`src/rtl/digit_scan_pkg.sv`:
```
// Shared types and constants for the four-digit multiplexed display scanner.
// Holds the scan phase enum and the digit count.
package digit_scan_pkg;
  localparam int NDIG = 4;

  typedef enum logic {
    S_GUARD,
    S_ON
  } state_t;
endpackage

```
`src/rtl/digit_scan.sv`:
```
// Multiplexed 4-digit hex display scanner with frame-synchronous value update.
// Ports: clk, reset (sync, active high), value/load in, ack/num/dig_n out.
module digit_scan
  import digit_scan_pkg::*;
#(
  parameter int DIV      = 50000,
  parameter int GUARD    = 16,
  parameter int BLANK_LZ = 1
) (
  input  logic        clk,
  input  logic        reset,
  input  logic [15:0] value,
  input  logic        load,
  output logic        ack,
  output logic [3:0]  num,
  output logic [3:0]  dig_n
);

  localparam int CW = 20;
  localparam logic [CW-1:0] G_END = CW'(GUARD - 1);
  localparam logic [CW-1:0] D_END = CW'(DIV - 1);

  state_t          st, st_nxt;
  logic [CW-1:0]   cnt, cnt_nxt;
  logic [1:0]      idx, idx_nxt;
  logic [15:0]     shadow;
  logic [15:0]     pending;
  logic            pend_vld;
  logic            boundary;
  logic            blank;
  logic [3:0]      nib;
  logic [15:0]     upper;
  logic [3:0]      dig_nxt;

  always_comb begin
    st_nxt  = st;
    cnt_nxt = cnt + 1'b1;
    idx_nxt = idx;
    unique case (st)
      S_GUARD: begin
        if (cnt == G_END) begin
          st_nxt  = S_ON;
          cnt_nxt = '0;
        end
      end
      S_ON: begin
        if (cnt == D_END) begin
          st_nxt  = S_GUARD;
          cnt_nxt = '0;
          idx_nxt = idx + 2'd1;
        end
      end
      default: begin
        st_nxt  = S_GUARD;
        cnt_nxt = '0;
      end
    endcase
  end

  // Last ON cycle of digit 3 closes the frame.
  assign boundary = (st == S_ON) && (cnt == D_END) && (idx == 2'd3);

  assign nib   = shadow[{idx, 2'b00} +: 4];
  // Digit idx is a leading zero when it and everything above it is zero.
  assign upper = shadow >> {idx, 2'b00};
  assign blank = (BLANK_LZ != 0) && (idx != 2'd0) && (upper == 16'h0);

  assign dig_nxt = (st == S_ON && !blank) ? ~(4'b0001 << idx) : 4'hF;

  always_ff @(posedge clk) begin
    if (reset) begin
      st       <= S_GUARD;
      cnt      <= '0;
      idx      <= '0;
      shadow   <= '0;
      pending  <= '0;
      pend_vld <= 1'b0;
      ack      <= 1'b0;
      num      <= 4'h0;
      dig_n    <= 4'hF;
    end else begin
      st    <= st_nxt;
      cnt   <= cnt_nxt;
      idx   <= idx_nxt;
      dig_n <= dig_nxt;
      ack   <= boundary && pend_vld;
      if (st == S_ON) num <= nib;
      if (boundary && pend_vld) shadow <= pending;
      // A load in the boundary cycle survives into the next frame.
      if (load) begin
        pending  <= value;
        pend_vld <= 1'b1;
      end else if (boundary) begin
        pend_vld <= 1'b0;
      end
    end
  end

endmodule

```
`config.mk`:
```
export PLATFORM = sky130hd
export DESIGN_NAME = digit_scan
export DESIGN_NICKNAME = d
export VERILOG_FILES = /design/src/rtl/digit_scan_pkg.sv /design/src/rtl/digit_scan.sv
export SDC_FILE = /design/constraint.sdc
export NUM_CORES = 1
export LEC_CHECK = 0
export ABC_AREA = 1
export CORE_MARGIN = 1
export CORE_UTILIZATION = 50
export DETAILED_ROUTE_END_ITERATION = 16
export GPL_TIMING_DRIVEN = 0
export PLACE_DENSITY_LB_ADDON = 0.3
export SYNTH_ARGS = -nofsm -noshare
export SYNTH_HDL_FRONTEND = slang
export SYNTH_SLANG_ARGS = --single-unit
```
`constraint.sdc`:
```
create_clock -name clk -period 2.15 [get_ports clk]
set_clock_uncertainty 0.05 [all_clocks]
set_input_delay 0.43 -clock clk [delete_from_list [all_inputs] [get_ports clk]]
set_output_delay 0.43 -clock clk [all_outputs]
set_load 0.05 [all_outputs]
```
# --- After elaboration in Yosys (flattened, before gate mapping) ---
# Cells that the tools add are included.
totals:
  word_cells: 39
  register_bits: 65
classes:
  shifts: 3
  n_eq_ne: 3
  muxes: 8
  addsub: 2
  reduce_logical: 11
  bitwise: 3
op_table:
  columns: ["operator", "count"]
  rows:
  - ["2-to-1 mux 20 bit", 2]
  - ["one-hot mux 20 bit (2 select lines)", 1]
  - ["adder 20 x 1 -> 20 bit, second input constant", 1]
  - ["equality test 20 x 16 -> 1 bit, second input constant", 1]
  - ["equality test 20 x 4 -> 1 bit, second input constant", 1]
  - ["logical NOT 16 bit", 1]
  - ["indexed part select 16 x 5 -> 4 bit", 1]
  - [">> shifter 16 x 4 -> 16 bit", 1]
  - ["logical AND 1 bit", 5]
  - ["2-to-1 mux 1 bit", 4]
  - ["inverter 4 bit", 1]
  - ["nonzero test 2 bit", 2]
  - ["left shift 1 x 2 -> 4 bit, first input constant", 1]
  - ["adder 2 x 1 -> 2 bit, second input constant", 1]
  - ["equality test 2 bit, second input constant", 1]
  - ["inverter 1 bit", 2]
  - ["one-hot mux 1 bit (2 select lines)", 1]
  - ["AND reduction 2 bit", 1]
  - ["OR reduction 2 bit", 1]
  - ["logical NOT 1 bit", 1]

# --- Depth between registers and ports, before layout ---
# Gate-level depths: netlist of the first run.
depth:
  word_depth: 7
  mapped_depth: 10

# --- Worst setup path before layout of the first run ---
# OpenSTA, ideal clock, no wires.
synth_timing:
  path_type: "reg-to-reg"
  startpoint: "register cnt[0]"
  endpoint: "register shadow[0]"
  synth_period_minus_slack_ns: 1.539
  stages_incl_launch_ff: 10
  slack_ns: 0.611
  t_required_ns: 1.987
  arrival_time_ns: 1.376
  setup_time_ns: 0.113
  path_cell_list: "dfxtp_1 -> ha_1 -> nand2_1 -> nor2_2 -> nand3_2 -> nor2_4 -> nand4_4 -> buf_2 -> nor2_1 -> nor2_1"
synth_between:
  elab_chain_len: 4
synth_rtl:
  columns: ["item", "line", "source"]
  rows:
  - ["from (decl)", "digit_scan.sv:24", "logic [CW-1:0] cnt, cnt_nxt;"]
  - ["from (signal assigned)", "digit_scan.sv:83", "cnt <= cnt_nxt;"]
  - ["equality test 20 x 16 -> 1 bit", "digit_scan.sv:61", "assign boundary = (st == S_ON) && (cnt == D_END) && (idx == 2'd3);"]
  - ["logical AND 1 bit (2 in a row)", "digit_scan.sv:61", null]
  - ["logical AND 1 bit", "digit_scan.sv:88", "if (boundary && pend_vld) shadow <= pending;"]
  - ["to (signal assigned)", "digit_scan.sv:88", null]
  - ["to (decl)", "digit_scan.sv:26", "logic [15:0] shadow;"]
# No other way between the ends.
# A chain may end at the register's enable or synchronous reset.

# --- Final worst setup path of the first run ---
layout_timing:
  startpoint: "register num[2]"
  endpoint: "output num[2]"
layout_lines:
  columns: ["item", "line", "source"]
  rows:
  - ["from (decl)", "digit_scan.sv:15", "output logic [3:0] num,"]
  - ["from (signal assigned)", "digit_scan.sv:87", "if (st == S_ON) num <= nib;"]
# No word-level cell between the ends.

==> results of run 1 <==
==> power by group through the flow <==
stage	Sequential, mW	Clock (mW)	Combinational [mW]
finish	1.25	1.02	0.0970
global route	1.25	1.11	0.112
CTS	1.24	1.05	0.0984
detailed placement	1.27	0	0.0972
global placement	1.27	0	0.0957
floorplan	1.27	0	0.0482
==> worst register-to-register path, stage by stage, from the launching register on <==
cell     delay [ps]
dfxtp_1         350
ha_1            170
nand2_1          90
nor2_2          170
nand3_2         140
nor2_4          170
nand4_4         140
buf_2           220
nor2_1          140
nor2_1           60
==> stage by stage <==
step / area, sq um / instances
floorplan: 2850 / 396
global placement: 3210 / 495
detailed placement: 3210 / 495
CTS: 3410 / 511
global route: 3410 / 511
finish: 3410 / 511
==> logic make-up after synthesis <==
group	count (synthesis)
AND/OR/NAND/NOR	219
flip-flops	65
buffers and inverters	49
AO/OA/AOI/OAI	45
XOR/XNOR	13
adder cells (fa/ha/maj)	5
==> registers in the layout (all words and copies together) (netlist names) <==
register and flops:
ack 1, pending 16, shadow 16, pend_vld 1
dig_n 4, num 4, cnt 20, idx 2
st 1
==> cell type report <==
cell class	instances	area (sq um)	area share
Sequential cell	65	1300	0.382
Inverter	37	139	0.0407
Multi-Input combinational cell	282	1350	0.395
Timing Repair Buffer	27	270	0.0793
Buffer	12	65.1	0.0191
Tap cell	72	90.1	0.0264
Clock buffer	11	141	0.0415
Clock inverter	5	55.1	0.0161
==> layout by cell type, fill, tap and decap left out, types with 5 or more instances in the layout <==
cell type / n
nor2_1: 108
nand2_1: 70
dfxtp_1: 65
inv_1: 34
o21ai_0: 34
clkdlybuf4s50_1: 27
nand3_1: 14
a21oi_1: 10
clkbuf_8: 10
xor2_1: 8
clkbuf_1: 7
nand4_1: 7
nor3_1: 5
xnor2_1: 5
ha_1: 5
==> how the worst max path moves through the flow <==
stage	start	endpoint	cells past startpoint
after floorplan	cnt[0]$_SDFF_PP0_	shadow[0]$_SDFFE_PP0P_	9
after global placement	reset	shadow[13]$_SDFFE_PP0P_	6
after detailed placement	reset	shadow[10]$_SDFFE_PP0P_	6
after CTS	num[2]$_SDFFE_PP0P_	num[2]	1
after global routing	num[2]$_SDFFE_PP0P_	num[2]	1
final	num[2]$_SDFFE_PP0P_	num[2]	1
==> cells in the mapped netlist <==
master    number  area [sq um]
nand2_1       70           263
buf_6          2          22.5
nand3_1       14          70.1
nor3_2         1          10.0
nor2_2         2          12.5
buf_2          4          20.0
nor4_1         1          6.26
nand4_1        7          43.8
dfxtp_1       65          1300
nand3b_1       4          30.0
nor3_1         5          25.0
inv_2          1          3.75
inv_1         34           128
xor2_1         8          70.1
o221ai_1       1          8.76
nand3_2        3          30.0
nor2_4         1          11.3
o21ai_0       34           170
ha_1           5          62.6
nor3b_1        1          7.51
xnor2_1        5          43.8
nand4_4        1          21.3
clkbuf_1       6          22.5
nand2_2        1          6.26
clkinv_1       2          7.51
a21oi_1       10          50.1
nor2_1       108           405
==> routing by layer <==
layer,wire length [microns],part of all wire
met1,2920,0.52
met2,2410,0.43
met3,214,0.038
met4,93,0.016
met5,0,0
==> results_tabular.tex, run 1 <==
\begin{tabular}{lr}
\hline
Metric & Value \\
\hline
\multicolumn{2}{l}{\textbf{Die}} \\
Starting Density & 0.518 \\
Io pins & 28 \\
Die span in y & 77.5 microns \\
Core box area & 5510 sq um \\
Horizontal extent of the die & 77.5 microns \\
Num rows & 27 \\
Die ar. & 6010 sq um \\
\multicolumn{2}{l}{\textbf{GRT}} \\
Met2 demand-to-capacity share in global routing & 0.335 \\
Number of global-route vias before repair & 2,342 \\
GR met3 Demand/Resource & 0.0565 \\
Gr busiest metal & met2 \\
Final global-route overflow total & 0 \\
Pin count of the biggest net entering global routing & 12 \\
Total routing usage reported by global routing & 0.220 \\
Met1 Use GR & 0.295 \\
Global-route wire length before repair & 10.4 mm \\
Initial antenna violation count & 0 \\
\multicolumn{2}{l}{\textbf{Logic synthesis}} \\
Number of distinct standard cells referenced by the synthesized netlist & 27 \\
Adder-cell share of the synthesized area & 0.0219 \\
Sequential fraction of the synthesis area & 0.456 \\
Compound-cell area share of the yosys netlist & 0.0803 \\
Cell area after technology mapping & about 2900 sq um \\
Multiplexer share of the synthesized area & 0 \\
Number of instances in the synthesized netlist & 396 \\
Synthesized area divided by synthesized cell count & 7.20 sq um \\
Fraction of the mapped netlist area in simple logic gates & 0.330 \\
Nets in the synthesized netlist & 420 \\
Flop and latch count out of synthesis & 65 \\
Synth warn & 0 \\
Dominant combinational cell family by area after synthesis & simple AND/OR/NAND/NOR gates \\
Xor and xnor area share after synthesis & 0.0399 \\
\multicolumn{2}{l}{\textbf{Place}} \\
Number of buffers inserted by port buffering & 27 \\
Final weighted congestion in routability-driven placement & 0.877 \\
Pre-CTS setup slack & about 38 ps \\
DP HPWL & 4.06 mm \\
\multicolumn{2}{l}{\textbf{Worst setup path}} \\
Slowest-stage cell, CP & clkdlybuf4s50\_1 \\
Required @ worst endpoint & 1670 ps \\
Critical Path Start Type & flip-flop \\
Ordered list of cells on the worst path & clkdlybuf4s50\_1 \\
Register-to-Register Path Depth & 9 \\
Delay of the slowest cell on the worst path & 800 ps \\
Worst setup EP type & output pin \\
Startpoint of the worst register-to-register path & cnt[0]\$\_SDFF\_PP0\_ \\
Arrival time worst endpoint & around 1500 ps \\
Crit-path leading delay family & buffers and inverters \\
Highest net fanout along the worst path & 2 \\
Worst path bufs/invs & 1 \\
Register-to-register setup slack & 360 ps \\
WS Path Type & reg2out \\
R2r endpoint & shadow[10]\$\_SDFFE\_PP0P\_ \\
\multicolumn{2}{l}{\textbf{Clocking}} \\
CTS tree & done \\
Clock transition at the registers of the reported paths & 70 ps \\
Setup repair bufs after CTS & 0 \\
Hold\_buf cts & 0 \\
Clock net sink count & 65 \\
Insertion delay of the later-clocked pin in the worst-skew pair & 340 ps \\
Clock buffer depth & 2 \\
Resized Gates After CTS & 0 \\
Cts bufs inserted & 9 \\
Count of H-tree levels built during CTS & 3 \\
Clock tree root driver cell & clkbuf\_8 \\
\multicolumn{2}{l}{\textbf{STA}} \\
Max Fclk & 511 MHz \\
Clock period minus worst slack & approximately 2000 ps \\
Final setup viols & 0 \\
Setup TNS after final layout & 0 ps \\
Relative slew slack & 0.663 \\
Worst Setup Slack, final & 193 ps \\
RSZ-0062 raised after global routing & false \\
Fin. max-slew vios & 0 \\
Worst hold slack after final layout & 397 ps \\
Part of the cycle the worst path needs & 0.910 \\
Count of final hold-check violations & 0 \\
Worst-margin pin slew & approximately 510 ps \\
\multicolumn{2}{l}{\textbf{Power}} \\
Share of total power in combinational logic & 0.041 \\
Net load switching power & about 520 uW \\
Share of power burned in the clock network & 0.431 \\
Share of total power consumed by net switching & 0.220 \\
Part of the total power dissipated in sequential elements & 0.527 \\
Max rail drop VDD & 0.000490 V \\
Total power of the final layout & between 2 and 2.5 mW \\
Internal power & 1.84 mW \\
Pleak & 1.49 nW \\
Power density cells & 692 nW/um\^{}2 \\
\multicolumn{2}{l}{\textbf{Final layout}} \\
Net count, final & roughly 460 \\
Share of post-route cells with drive strength above 1 & 0.0706 \\
Post-route core utilization & 0.619 \\
Layout area overhead & 19.5\% \\
Fillers & between 500 and 600 \\
Final antenna diode count & 0 \\
\multicolumn{2}{l}{\textbf{Routing}} \\
Total wirelength of the detailed-routed design & 5.64 mm \\
Drt first pass iters & 4 \\
DRT antenna net count & 0 \\
Post-route DRC & 0 \\
Iteration-0 DRC count of the detailed router & 145 \\
Mean routed wirelength per cell & 11.0 microns \\
Vias & 2,495 \\
Ratio of routed vias to standard cells & 4.88 \\
\multicolumn{2}{l}{\textbf{Worst hold path}} \\
Count of cells along the worst hold path & 1 \\
Kind of path behind the tightest hold check & reg2reg \\
Hold Path Sink & cnt[0]\$\_SDFF\_PP0\_ \\
Worst Min Path Start & cnt[0]\$\_SDFF\_PP0\_ \\
\multicolumn{2}{l}{\textbf{Outcome}} \\
Run status & finished, final reports clean \\
\multicolumn{2}{l}{\textbf{Flow run}} \\
Max capacitance violation total & 0 \\
\hline
\end{tabular}
No activity file was read; power rests on OpenSTA's default activity.
==> inputs of run 2 (changes only) <==
CTS_CLUSTER_SIZE = 25   (was default)
SLEW_MARGIN = 5   (was default)
==> results of run 2 <==
The final DEF is identical to that of run 1; final timing and power are the same.
